$ cat src/rtl/alu_issue_wb.sv
// alu_issue_wb: issues one MIPS instruction at a time to an external
// combinational ALU and retires its result to the rf or HI/LO.
module alu_issue_wb #(
   parameter int NREG = 32,
   parameter int W    = 32
) (
   input  logic         clk,
   input  logic         rst,
   input  logic         instr_valid,
   input  logic [W-1:0] instr,
   output logic         instr_ready,
   output logic [W-1:0] alu_instr,
   output logic [W-1:0] alu_a,
   output logic [W-1:0] alu_b,
   input  logic [W-1:0] alu_c,
   input  logic [2:0]   alu_zon,
   input  logic [W-1:0] alu_hi,
   input  logic [W-1:0] alu_lo,
   output logic         wb_valid,
   output logic         wb_we,
   output logic [4:0]   wb_addr,
   output logic [W-1:0] wb_data,
   output logic [W-1:0] hi_q,
   output logic [W-1:0] lo_q,
   output logic [2:0]   flags_q,
   output logic         branch_taken,
   input  logic         dbg_we,
   input  logic [4:0]   dbg_addr,
   input  logic [W-1:0] dbg_wdata,
   output logic [W-1:0] dbg_rdata
);

   typedef enum logic [1:0] {IDLE, EXEC, WB} state_t;

   state_t       state, state_nx;
   logic [W-1:0] rf [NREG];
   logic [W-1:0] res_c, res_hi, res_lo;
   logic         accept, dbg_take;
   logic [5:0]   op, fn;
   logic         r_op, div_ok;
   logic         k_alu, k_imm, k_md, k_div0;
   logic         k_mfhi, k_mflo, k_beq, k_bne;
   logic [4:0]   dst;
   logic         wr_dst, flag_upd;

   assign instr_ready = (state == IDLE);
   assign accept      = instr_ready && instr_valid;
   assign dbg_take    = instr_ready && !instr_valid &&
                        dbg_we && (dbg_addr != 5'd0);

   assign op     = alu_instr[31:26];
   assign fn     = alu_instr[5:0];
   assign r_op   = (op == 6'h00);
   assign div_ok = |alu_b;

   // decode is taken from the latched word, stable through EXEC and WB
   always_comb begin
      k_alu  = 1'b0;
      k_imm  = 1'b0;
      k_md   = 1'b0;
      k_div0 = 1'b0;
      k_mfhi = 1'b0;
      k_mflo = 1'b0;
      k_beq  = 1'b0;
      k_bne  = 1'b0;
      unique case (1'b1)
         r_op && (fn inside {6'h20, 6'h21, 6'h22, 6'h23,
                             6'h24, 6'h25, 6'h26, 6'h27,
                             6'h2a, 6'h2b, 6'h00, 6'h02,
                             6'h03, 6'h04, 6'h06, 6'h07}):
            k_alu = 1'b1;
         r_op && (fn inside {6'h18, 6'h19}):
            k_md = 1'b1;
         r_op && (fn inside {6'h1a, 6'h1b}): begin
            k_md   = div_ok;
            k_div0 = !div_ok;
         end
         r_op && (fn == 6'h10):
            k_mfhi = 1'b1;
         r_op && (fn == 6'h12):
            k_mflo = 1'b1;
         op inside {[6'h08:6'h0e]}:
            k_imm = 1'b1;
         op == 6'h04:
            k_beq = 1'b1;
         op == 6'h05:
            k_bne = 1'b1;
         default: ;
      endcase
   end

   always_comb begin
      state_nx = state;
      unique case (state)
         IDLE:    if (instr_valid) state_nx = EXEC;
         EXEC:    state_nx = WB;
         WB:      state_nx = IDLE;
         default: state_nx = IDLE;
      endcase
   end

   assign dst = k_imm ? alu_instr[20:16] :
                (k_alu || k_mfhi || k_mflo) ?
                alu_instr[15:11] : 5'd0;
   assign wr_dst   = (k_alu || k_imm || k_mfhi || k_mflo) &&
                     (dst != 5'd0);
   assign flag_upd = !(k_mfhi || k_mflo || k_div0);

   assign wb_valid = (state == WB);
   assign wb_we    = wb_valid && wr_dst;
   assign wb_addr  = wb_valid ? dst : 5'd0;
   assign wb_data  = !wb_valid ? '0 :
                     k_mfhi ? hi_q :
                     k_mflo ? lo_q : res_c;

   // the zero flag captured at EXEC carries the compare result
   assign branch_taken = wb_valid &&
                         ((k_beq && flags_q[2]) ||
                          (k_bne && !flags_q[2]));

   assign dbg_rdata = (dbg_addr == 5'd0) ? '0 : rf[dbg_addr];

   always_ff @(posedge clk) begin
      if (rst) begin
         state     <= IDLE;
         alu_instr <= '0;
         alu_a     <= '0;
         alu_b     <= '0;
         res_c     <= '0;
         res_hi    <= '0;
         res_lo    <= '0;
         hi_q      <= '0;
         lo_q      <= '0;
         flags_q   <= '0;
         for (int i = 0; i < NREG; i++) rf[i] <= '0;
      end else begin
         state <= state_nx;
         if (accept) begin
            alu_instr <= instr;
            alu_a     <= rf[instr[25:21]];
            alu_b     <= rf[instr[20:16]];
         end
         if (state == EXEC) begin
            res_c  <= alu_c;
            res_hi <= alu_hi;
            res_lo <= alu_lo;
            if (flag_upd) flags_q <= alu_zon;
         end
         if (state == WB) begin
            if (k_md) begin
               hi_q <= res_hi;
               lo_q <= res_lo;
            end
            if (wr_dst) rf[dst] <= wb_data;
         end
         if (dbg_take) rf[dbg_addr] <= dbg_wdata;
      end
   end

endmodule

$ cat config.mk
export PLATFORM = sky130hd
export DESIGN_NAME = alu_issue_wb
export DESIGN_NICKNAME = d
export VERILOG_FILES = /design/src/rtl/alu_issue_wb.sv
export SDC_FILE = /design/constraint.sdc
export NUM_CORES = 2
export LEC_CHECK = 0
export BUFFER_PORTS_ARGS = -buffer_cell sky130_fd_sc_hd__buf_2
export CAP_MARGIN = 30
export CORE_UTILIZATION = 55
export CTS_BUF_LIST = sky130_fd_sc_hd__clkbuf_8 sky130_fd_sc_hd__clkbuf_16
export DETAILED_ROUTE_END_ITERATION = 6
export PLACE_DENSITY = 0.73
export RECOVER_POWER = 50
export SLEW_MARGIN = 20
export SYNTH_ARGS = -nofsm -noshare
export SYNTH_HDL_FRONTEND = slang
export SYNTH_SLANG_ARGS = --single-unit
$ cat constraint.sdc
create_clock -name clk -period 13 [get_ports clk]
set_input_delay 3.25 -clock clk [delete_from_list [all_inputs] [get_ports clk]]
set_output_delay 3.25 -clock clk [all_outputs]
set_load 0.02 [all_outputs]
==> flow_summary.toml <==
[clock_network]
clk_latency_worst_skew_pair_ns = 0.80
cts_setup_buffers = 0
cts.path.max_buffers = 3
tritoncts = "yes"
holdBufCountCts = 0
cts.htree.levels = 4
cts.root.buffer_cell = "sky130_fd_sc_hd__clkbuf_16"
cts_buffers = 139
clk_pin_slew_worst_paths_ns = 0.06
clock_sinks = 1285
post_cts.resized_instances = 0

[worst_setup_path]
timing.critical_path.mode_cell = "sky130_fd_sc_hd__buf_4"
cp_slowest_cell = "sky130_fd_sc_hd__clkbuf_1"
critical_path.cell_chain = "clkbuf_1 -> nor2_1 -> and3_1 -> nand2b_1 -> o21ai_0 -> a22oi_2 -> buf_4 -> nand2_1 -> o21bai_1 -> buf_4"
largest_fanout_of_any_net_on_the_critical_path = 77
timing.critical_path.to_type = "flop"
crit_path_leading_delay_family = "buffers and inverters"
reg2reg_slack_ns = 5.11
rr_startpoint = "alu_instr[31]"
critPathBufInv = 3
timing.critical_path.arrival_ns = 11.74
worst_path_largest_cell_delay_ns = 3.16
timing.critical_path.required_ns = 13.41
setup.worst_path.class = "in -> reg"
startpoint_type = "input port"
cp.depth = 10
worstRegToRegCells = 9
crit_start = "rst"

[yosys]
synth-warning-count = 0
postSynth.asyncResetShare_pct = 0
netlist_instances = 5103
synth_edf_count = 1024
synth_top_flop_cell = "sky130_fd_sc_hd__edfxtp_1"
ys_seq_elements = 1285
synthesis.area_per_instance_um2 = 14.1
synthesis.area_mm2 = 0.0718
ys_types = 58
yosysSeqAreaShare_pct = 50.1

[sta]
fin_tns_setup_ns = 0
rsz0062_at_grt = "no"
worst_slew_margin_rel_pct = -375
max_slew.worst_pin.slew_ns = 7.13
final.min_clock_period_ns = 11.33
setup-violations-final = 0
max_freq_mhz = 88.3
timing.final.hold_violations = 0
setup_skew_after_layout_ns = 0.0341
timing.hold.ws_ns = 0.454
post-route-period-util_pct = 87.1
slew_viol_final = 1190

[cells_and_area]
syn_to_final_growth_pct = 11.2
post_route_cells_drive_above_1_share_pct = 30.3
layout_common_cells = "sky130_fd_sc_hd__edfxtp_1 (1,024), sky130_fd_sc_hd__mux4_2 (960), sky130_fd_sc_hd__nor2_1 (577)"
finish.utilization_pct = 61.7
layout.cells.most_common = "sky130_fd_sc_hd__edfxtp_1"
finalNetCount = 5383

[floorplanning]
rows = 132
core_area_mm2 = 0.129
starting_density_of_the_core_pct = 55.5
floorplan.die.width_um = 363
die_h_um = 363
ioPinCount = 408
fp.dieArea_mm2 = 0.132

[hold_path]
min-delay-path-class = "reg -> reg"
worst_hold_path.num_cells = 2
hold_start = "res_c[0]"

[power_and_ir_drop]
max-vdd-ir-drop_mv = 0.136
leakage_power_figure_nw = 25.6
total_power_mw = 10.3
pwr_density_cell_mw_per_mm2 = 129

[drt]
drc_errors = 0
routed-via-count = 54800
vias_per_cell = 7.75
wire_per_inst_um = 37.6
drt_iter0_drc = 9421
ant_nets = 0
drtPass1Iterations = 6
detail_route.wirelength_um = 266000

[run_status]
run_status = "finished with violations"
failing_checks = "capacitance limit, slew limit"

[grt]
first_pass_grt_wire_length_um = 380000
gr-usage-all-layers_pct = 40.5
grt_overflow = 0
antenna_found_initial = 18
largest_net_degree_at_the_start_of_global_routing = 146
grt_pass1_vias = 54100

[job]
max_cap_violations = 29

[place]
numPortBuffers = 407
hpwl_after_dpl_um = 160000
place.gp.congestion = 0.945
synthesized netlist by cell type (2+ instances only):
cell type / n / area (um^2)
sky130_fd_sc_hd__nor3_2: 27 / 270
sky130_fd_sc_hd__o21ai_0: 3 / 15.0
sky130_fd_sc_hd__clkbuf_2: 2 / 10.0
sky130_fd_sc_hd__nor2b_1: 2 / 12.5
sky130_fd_sc_hd__a211oi_1: 33 / 248
sky130_fd_sc_hd__mux4_2: 960 / 21600
sky130_fd_sc_hd__edfxtp_1: 1024 / 30700
sky130_fd_sc_hd__nand2_1: 275 / 1030
sky130_fd_sc_hd__nand4_1: 6 / 37.5
sky130_fd_sc_hd__o32a_1: 2 / 20.0
sky130_fd_sc_hd__nor4_1: 284 / 1780
sky130_fd_sc_hd__nand3_1: 75 / 375
sky130_fd_sc_hd__nand2b_1: 6 / 37.5
sky130_fd_sc_hd__clkbuf_1: 436 / 1640
sky130_fd_sc_hd__and3_1: 4 / 25.0
sky130_fd_sc_hd__a22oi_1: 4 / 30.0
sky130_fd_sc_hd__mux2i_1: 131 / 1310
sky130_fd_sc_hd__and4_1: 4 / 35.0
sky130_fd_sc_hd__o21bai_1: 25 / 188
sky130_fd_sc_hd__a41oi_1: 31 / 272
sky130_fd_sc_hd__buf_2: 109 / 546
sky130_fd_sc_hd__and2_1: 3 / 18.8
sky130_fd_sc_hd__buf_1: 88 / 330
sky130_fd_sc_hd__a22o_1: 3 / 26.3
sky130_fd_sc_hd__nor3_1: 513 / 2570
sky130_fd_sc_hd__o21a_1: 2 / 15.0
sky130_fd_sc_hd__o21ai_1: 3 / 15.0
sky130_fd_sc_hd__a31o_2: 5 / 43.8
sky130_fd_sc_hd__nor2_1: 581 / 2180
sky130_fd_sc_hd__a21oi_1: 167 / 836
sky130_fd_sc_hd__or4_1: 3 / 22.5
sky130_fd_sc_hd__a21o_1: 4 / 30.0
sky130_fd_sc_hd__dfxtp_1: 261 / 5230
sky130_fd_sc_hd__nand2_2: 3 / 18.8
final timing paths:
| path | to |
|---|---|
| min reg2reg | res_c[0] |
| min | res_c[0] |
| max reg2reg | rf[5][3] |
| max | rf[30][28] |
tightest hold or removal path: cells and delay by family (launching register included):
family,cells,cell delay [ns]
AOI/OAI and AO/OA,1,0.05
DFF,1,0.31
and+or+nand+nor,1,0.05
cell families (layout without fill, tap and decap cells):
group                  after synthesis  after routing  share of synthesized area (%)
buffers and inverters              638            831                           3.53
other                                1             41                        0.00522
multiplexers                      1091           1091                           31.9
flip-flops                        1285           1285                           50.1
XOR/XNOR                             1              1                         0.0122
AND/OR/NAND/NOR                   1794           1794                           11.8
AO/OA/AOI/OAI                      293            293                           2.59
state kept, by name (all words and copies together) (netlist names):
signal     cells
alu_a         32
alu_b         32
alu_instr     32
flags_q        3
hi_q          32
lo_q          32
res_c         32
res_hi        32
res_lo        32
rf          1024
state          2
routing by layer:
metal | part of all wire, % | up-vias | global-route usage (%)
li1 | - | 20900 | -
met1 | 31 | 27000 | 50.4
met2 | 43 | 5768 | 58.7
met3 | 18 | 1225 | 16.1
met4 | 8.3 | 20 | 27.1
met5 | 0.051 | - | 0
where the power goes:
| part | total, mW | internal [mW] | switching, mW |
|---|---|---|---|
| clock | 4.08 | 2.35 | 1.73 |
| combinational | 1.52 | 0.582 | 0.940 |
| sequential | 4.74 | 4.59 | 0.153 |
| total | 10.3 | 7.52 | 2.82 |
area by class of cell:
type / count / area [um^2]
diodes: 9 / 22.5
clock buffers: 155 / 3730
clock inverters: 102 / 930
fillers: 9770 / 49600
inverters: 2 / 7.51
multi-input cells: 3211 / 33900
flip-flops and latches: 1285 / 36000
well taps: 1742 / 2180
repair buffers: 572 / 3160
metrics by stage:
| stage | area, um^2 | setup WS (ns) | cells |
|---|---|---|---|
| 2_1_floorplan | 71900 | 4.28 | 5134 |
| 6_report | 79900 | 1.67 | 7078 |
| 4_1_cts | 80400 | 3.23 | 7067 |
| 3_5_place_dp | 75700 | 3.23 | 6810 |
| 3_3_place_gp | 75600 | 3.25 | 6803 |
| 5_1_grt | 79900 | 1.56 | 7071 |
Power figures use the tool's default switching activity.
